File: src/rtl/cache_arbiter.sv
// rtl/cache_arbiter.sv - icache/dcache miss arbiter driving a 4-beat 64-bit burst memory port
//
// Accepts 256-bit line requests from the icache (read only) and the dcache
// (read or writeback), grants one at a time with alternating priority on
// conflict, and serialises each line into four 64-bit memory beats.
//
// Ports:
//   clk, rst          clock, synchronous active-high reset
//   i_pmem_*          icache line-read request / line + one-cycle resp
//   d_pmem_*          dcache line read/writeback request / line + one-cycle resp
//   mem_read/write    burst strobes, held for the whole burst
//   mem_address       line-aligned burst address
//   mem_wdata         current write beat
//   mem_rdata         current read beat
//   mem_resp          one strobe per accepted beat

module cache_arbiter (
    input  logic         clk,
    input  logic         rst,
    input  logic         i_pmem_read,
    input  logic [31:0]  i_pmem_address,
    output logic [255:0] i_pmem_rdata,
    output logic         i_pmem_resp,
    input  logic         d_pmem_read,
    input  logic         d_pmem_write,
    input  logic [31:0]  d_pmem_address,
    input  logic [255:0] d_pmem_wdata,
    output logic [255:0] d_pmem_rdata,
    output logic         d_pmem_resp,
    output logic         mem_read,
    output logic         mem_write,
    output logic [31:0]  mem_address,
    output logic [63:0]  mem_wdata,
    input  logic [63:0]  mem_rdata,
    input  logic         mem_resp
);

    typedef enum logic [2:0] {
        IDLE,
        I_READ,
        D_READ,
        D_WRITE,
        DONE
    } state_t;

    state_t       state_q, state_d;
    logic [1:0]   beat_q, beat_d;
    logic [255:0] line_q, line_d;
    logic [255:0] wdata_q, wdata_d;
    logic [26:0]  addr_q, addr_d;
    // grant/last_grant: 0 = icache, 1 = dcache
    logic         grant_q, grant_d;
    logic         last_grant_q, last_grant_d;
    logic         mem_read_q, mem_read_d;
    logic         mem_write_q, mem_write_d;
    logic         i_resp_q, i_resp_d;
    logic         d_resp_q, d_resp_d;

    logic i_req;
    logic d_req;
    logic unused_addr_bits;

    assign i_req = i_pmem_read;
    assign d_req = d_pmem_read | d_pmem_write;
    // Low address bits are discarded: bursts are always line aligned.
    assign unused_addr_bits = ^{i_pmem_address[4:0], d_pmem_address[4:0]};

    always_comb begin
        state_d      = state_q;
        beat_d       = beat_q;
        line_d       = line_q;
        wdata_d      = wdata_q;
        addr_d       = addr_q;
        grant_d      = grant_q;
        last_grant_d = last_grant_q;

        case (state_q)
            IDLE: begin
                // icache wins when alone, or on conflict if dcache went last.
                if (i_req && (!d_req || last_grant_q)) begin
                    state_d = I_READ;
                    addr_d  = i_pmem_address[31:5];
                    grant_d = 1'b0;
                    beat_d  = 2'd0;
                end else if (d_req) begin
                    addr_d  = d_pmem_address[31:5];
                    grant_d = 1'b1;
                    beat_d  = 2'd0;
                    if (d_pmem_write) begin
                        state_d = D_WRITE;
                        wdata_d = d_pmem_wdata;
                    end else begin
                        state_d = D_READ;
                    end
                end
            end
            I_READ, D_READ: begin
                if (mem_resp) begin
                    line_d[{beat_q, 6'b0} +: 64] = mem_rdata;
                    beat_d = beat_q + 2'd1;
                    if (beat_q == 2'd3) begin
                        state_d = DONE;
                    end
                end
            end
            D_WRITE: begin
                if (mem_resp) begin
                    beat_d = beat_q + 2'd1;
                    if (beat_q == 2'd3) begin
                        state_d = DONE;
                    end
                end
            end
            DONE: begin
                last_grant_d = grant_q;
                state_d      = IDLE;
            end
            default: begin
                state_d = IDLE;
            end
        endcase

        // Strobes and responses are registered off the next state so they
        // line up exactly with the state they describe.
        mem_read_d  = (state_d == I_READ) || (state_d == D_READ);
        mem_write_d = (state_d == D_WRITE);
        i_resp_d    = (state_d == DONE) && !grant_d;
        d_resp_d    = (state_d == DONE) && grant_d;
    end

    always_ff @(posedge clk) begin
        if (rst) begin
            state_q      <= IDLE;
            beat_q       <= 2'd0;
            line_q       <= '0;
            wdata_q      <= '0;
            addr_q       <= '0;
            grant_q      <= 1'b0;
            last_grant_q <= 1'b0;
            mem_read_q   <= 1'b0;
            mem_write_q  <= 1'b0;
            i_resp_q     <= 1'b0;
            d_resp_q     <= 1'b0;
        end else begin
            state_q      <= state_d;
            beat_q       <= beat_d;
            line_q       <= line_d;
            wdata_q      <= wdata_d;
            addr_q       <= addr_d;
            grant_q      <= grant_d;
            last_grant_q <= last_grant_d;
            mem_read_q   <= mem_read_d;
            mem_write_q  <= mem_write_d;
            i_resp_q     <= i_resp_d;
            d_resp_q     <= d_resp_d;
        end
    end

    assign mem_read     = mem_read_q;
    assign mem_write    = mem_write_q;
    assign mem_address  = (mem_read_q || mem_write_q) ? {addr_q, 5'b0} : 32'd0;
    assign mem_wdata    = mem_write_q ? wdata_q[{beat_q, 6'b0} +: 64] : 64'd0;
    assign i_pmem_resp  = i_resp_q;
    assign d_pmem_resp  = d_resp_q;
    assign i_pmem_rdata = line_q;
    assign d_pmem_rdata = line_q;

endmodule

File: config.mk
export PLATFORM = sky130hd
export DESIGN_NAME = cache_arbiter
export DESIGN_NICKNAME = d
export VERILOG_FILES = /design/src/rtl/cache_arbiter.sv
export SDC_FILE = /design/constraint.sdc
export NUM_CORES = 1
export LEC_CHECK = 0
export BUFFER_PORTS_ARGS = -buffer_cell sky130_fd_sc_hd__buf_4
export CAP_MARGIN = 20
export CORE_AREA = 8 8 389 391
export CTS_BUF_LIST = sky130_fd_sc_hd__clkbuf_2
export DETAILED_ROUTE_END_ITERATION = 10
export DIE_AREA = 0 0 397 399
export HOLD_SLACK_MARGIN = 0.08
export MAX_ROUTING_LAYER = met4
export PLACE_DENSITY = 0.43
export SYNTH_ARGS = -nofsm -noshare
export SYNTH_HDL_FRONTEND = slang
export SYNTH_SLANG_ARGS = --single-unit
File: constraint.sdc
create_clock -name clk -period 5.8 [get_ports clk]
set_clock_uncertainty 0.2 [all_clocks]
set_input_delay 0.29 -clock clk [delete_from_list [all_inputs] [get_ports clk]]
set_output_delay 0.29 -clock clk [all_outputs]
set_load 0.03 [all_outputs]
==> results of run 1 <==
## per-stage QoR
stage | util (%) | area, sq um
detailed placement | 21.39 | 30990
global placement | 21.38 | 30960
floorplan | - | 23700
## logic make-up after synthesis
group / share of synthesized area, %
buffers and inverters: 12.64
AND/OR/NAND/NOR: 21.78
other: 0.01584
flip-flops: 46.49
XOR/XNOR: 0.03699
AO/OA/AOI/OAI: 12.59
adder cells (fa/ha/maj): 0.3170
multiplexers: 6.129
==> flow_summary_export.csv, run 1 <==
group,metric,value,unit
synth,yosysTopAreaCell,"dfxtp_1",
synth,ys_seq_area_share,46.49,%
synth,ys.flop_type,"dfxtp_1",
clock_tree,clockRootBuffer,"clkbuf_2",
synth,ys_async_sr_fraction,0,%
synth,yosysWarnings,0,
floorplan,initial_core_util,16.35,%
synth,synth_cell_types,34,
clock_tree,clock_sinks,550,
clock_tree,postCtsHoldBufs,1128,
placed_design,gp_congestion,0.8531,
clock_tree,clk_path_buf_depth,3,
synth,synth_area_leaders,"dfxtp_1 (46%), nand2_1 (13%), a21oi_1 (11%)",
synth,synth_edf_count,0,
outcome,haltStage,"clock tree synthesis (4_1_cts)",
synth,netlist_area,23680,sq um
clock_tree,numCtsBuffers,165,
synth,synth_top_area_share,46.49,%
placed_design,place_inst,5356,
floorplan,die_h,399,um
outcome,outcome,"did not finish",
floorplan,die_x,397,um
placed_design,dp_hpwl,100300,um
clock_tree,cts_setup_buffers,0,
synth,ys_seq_elements,550,
synth,avgSynthCellArea,8.146,sq um
placed_design,portBuffers,986,
clock_tree,cts_resized,0,
outcome,error_line,"[ERROR RSZ-0060] Max buffer count reached.",
clock_tree,htree_levels,4,
floorplan,ios,1002,
synth,synth_most_common_cell,"nand2_1",
synth,synthTopCellsByCount,"nand2_1 (799), dfxtp_1 (550), a21oi_1 (543)",
floorplan,rows,140,
placed_design,place_ws,2327,ps
synth,syn_inst,2907,
==> run 2: changes to the inputs <==
Settings changed: CORE_AREA 8 8 389 391 to 8 8 388 390, CTS_BUF_LIST sky130_fd_sc_hd__clkbuf_2 to unset, DIE_AREA 0 0 397 399 to 0 0 396 398, HOLD_SLACK_MARGIN 0.08 to unset, MAX_ROUTING_LAYER met4 to unset, PLACE_DENSITY 0.43 to unset, PLACE_DENSITY_LB_ADDON set to 0.15.
==> flow_summary_export.csv, run 2 <==
group,metric,value,unit
power,power_density,285.8,nW/um^2
setup_path,r2r_cells,7,
setup_path,max_stage_delay,870,ps
drt,wl_per_cell,22.59,um
clock_tree,htree_levels,3,
floorplan,die_x,396,um
clock_tree,clock_latency,650,ps
synth,ys_seq_elements,550,
setup_path,cp_top_family,"buffers and inverters",
synth,ys_async_sr_fraction,0,%
sta,slew_viol_final,0,
floorplan,dieArea,157600,sq um
synth,synth-simple-area-share,21.78,%
setup_path,critPathMaxFanout,38,
floorplan,rows,140,
sta,rsz0062_at_grt,"no",
drt,drt_wl_total,133600,um
setup_path,end_kind,"output pin",
floorplan,initial_core_util,16.39,%
global_routing,antenna_found_initial,24,
setup_path,cpMaxStageDelayCell,"dfxtp_4",
synth,synth_compound_area_share,12.59,%
synth,synthTopCellsByCount,"nand2_1 (799), dfxtp_1 (550), a21oi_1 (543)",
drt,drtIter0Drc,1102,
outcome,outcome,"finished, final reports clean",
sta,finalHoldViolations,0,
synth,avgSynthCellArea,8.146,sq um
floorplan,die_h,398,um
setup_path,critPathLaunch,"beat_q[0]$_SDFFE_PP0P_",
finish,nNetsFinal,4323,
floorplan,ios,1002,
setup_path,crit_path_frequent_cell,"buf_4",
synth,yosysTopAreaCell,"dfxtp_1",
synth,netlist_area,23680,sq um
finish,synthToLayoutAreaGrowth,58.96,%
drt,vias,24070,
global_routing,gr-total-overflow,0,
synth,ys.flop_type,"dfxtp_1",
finish,final_cell_mix,"buf_4 (1014), nand2_1 (799), dfxtp_1 (547)",
synth,synthXorXnorAreaFrac,0.03698,%
setup_path,cp-endpoint,"mem_wdata[41]",
synth,yosysWarnings,0,
setup_path,r2r-start,"beat_q[0]$_SDFFE_PP0P_",
setup_path,reg2reg_to,"d_pmem_rdata[115]$_SDFFE_PP0P_",
setup_path,critical_path_arrival,3420,ps
global_routing,track_usage,16.04,%
global_routing,grt_max_degree,171,
clock_tree,clock_sinks,550,
sta,worst_slack,1894,ps
run,maxCapViolCount,0,
sta,relSlewSlack,21.20,%
drt,ant_nets,0,
floorplan,core,144500,sq um
clock_tree,cts_tree,"built",
setup_path,critPathKind,"register to output pin",
setup_path,start_kind,"register",
global_routing,grt_pass1_wl,187000,um
sta,period_needed,3906,ps
sta,setup_violations,0,
drt,firstDrtPassIters,5,
sta,worstMarginPinSlew,1182,ps
synth,synth_most_common_cell,"nand2_1",
drt,drc,0,
synth,muxShareOfSynthArea,6.129,%
placed_design,gp_congestion,0.7594,
synth,synth_top_family_by_area,"simple AND/OR/NAND/NOR gates",
setup_path,cp_num_buf_inv,2,
finish,layout.cells.most_common,"buf_4",
worst_hold_path,hold_class,"primary input to register",
clock_tree,cts_resized,0,
drt,via_per_inst,4.069,
synth,syn_inst,2907,
sta,tns,0,ps
synth,synth_edf_count,0,
clock_tree,clkTransAtPathRegs,50,ps
synth,synth_top_area_share,46.49,%
clock_tree,clockRootBuffer,"clkbuf_16",
power,ir_worst_vdd,0.1542,mV
synth,synth_cell_types,34,
synth,synth_area_leaders,"dfxtp_1 (46%), nand2_1 (13%), a21oi_1 (11%)",
finish,finish.utilization,26.05,%
setup_path,rrSetupSlack,2010,ps
synth,ys_seq_area_share,46.49,%
clock_tree,clk_path_buf_depth,3,
setup_path,cp.required,5310,ps
placed_design,dp_hpwl,96410,um
placed_design,portBuffers,986,
clock_tree,numCtsBuffers,75,
placed_design,place_ws,2088,ps
setup_path,cp.depth,4,
setup_path,crit_chain,"buf_4 > mux4_2 > and2_1 > buf_4",
synth,synthAdderAreaFrac,0.3170,%
global_routing,first_global_vias,24760,
finish,drive_gt1_share,30.49,%
sta,post-route-period-util,67.35,%
sta,clock.fmax,0.2560,GHz
power,p_leak,0.01529,uW
[run 2: cell counts after synthesis]
Identical to the previous run, type by type.
[run 2: routing by layer]
| layer | part of all wire [%] | up-vias | wire (um) | track usage, % |
|---|---|---|---|---|
| met4 | 3.2 | 6 | 4324 | 5.125 |
| met2 | 48 | 810 | 64520 | 27.25 |
| met5 | 0.027 | - | 36 | 0 |
| met1 | 41 | 11590 | 55240 | 19.27 |
| li1 | - | 11520 | - | - |
| met3 | 7.1 | 150 | 9513 | 4.988 |
[run 2: layout make-up]
class                      instances  area (sq um)
fill                           15880        106900
timing repair buffer            1433         11880
sequential                       550         11020
multi-input combinational       1865          9812
tap                             1917          2399
clock buffer                     113          2203
clock inverter                    19         282.8
antenna                           17         42.54
inverter                           2         7.507
[run 2: where the power goes]
part	total (uW)	internal [uW]	switching [uW]
clock network	4780	2890	1890
logic	1860	779	1080
registers	4130	3980	146
[run 2: kinds of logic after synthesis]
family | count (synthesis)
DFF | 550
AOI/OAI and AO/OA | 579
xor gates and xnor gates | 1
muxes | 65
buffers and inverters | 496
other | 1
adders and majority gates | 6
and+or+nand+nor | 1209
[run 2: worst min-delay path by stage]
stage,cells after the start,slack [ps],start,endpoint
5_1_grt,5,50,d_pmem_read,grant_q$_SDFF_PP0_
6_report,5,80,d_pmem_read,grant_q$_SDFF_PP0_
4_1_cts,5,6,d_pmem_read,grant_q$_SDFF_PP0_
3_5_place_dp,2,240,wdata_q[137]$_SDFFE_PP0P_,wdata_q[137]$_SDFFE_PP0P_
3_3_place_gp,2,240,wdata_q[180]$_SDFFE_PP0P_,wdata_q[180]$_SDFFE_PP0P_
2_1_floorplan,2,230,d_pmem_wdata[0],wdata_q[0]$_SDFFE_PP0P_
[run 2: worst register-to-register path, stage by stage, from the launching register on]
cell and delay, ps:
dfxtp_4 870, inv_1 330, ha_1 480, nor3b_2 190, buf_4 680, nand3_1 270
a21oi_1 170, dlygate4sd3_1 560
[run 2: what timing repair did]
action / CTS / global route
hold buffers: 412 / 0
setup endpoints to repair: 0 / 0
buffers inserted: 0 / 0
endpoints found under the hold margin: 546 / 0
[run 2: metrics by stage]
stage | hold slack, ps | total power, uW | instances | cell area, sq um
detailed placement | 243.5 | 5838 | 5355 | 30990
global placement | 240.5 | 5833 | 5354 | 30960
floorplan | 226.0 | 5070 | 2911 | 23700
finish | 83.17 | 10760 | 5916 | 37640
CTS | 5.786 | 11000 | 5899 | 37600
global route | 51.15 | 11250 | 5913 | 37640
Note: power is estimated with default switching activity, not from simulation.
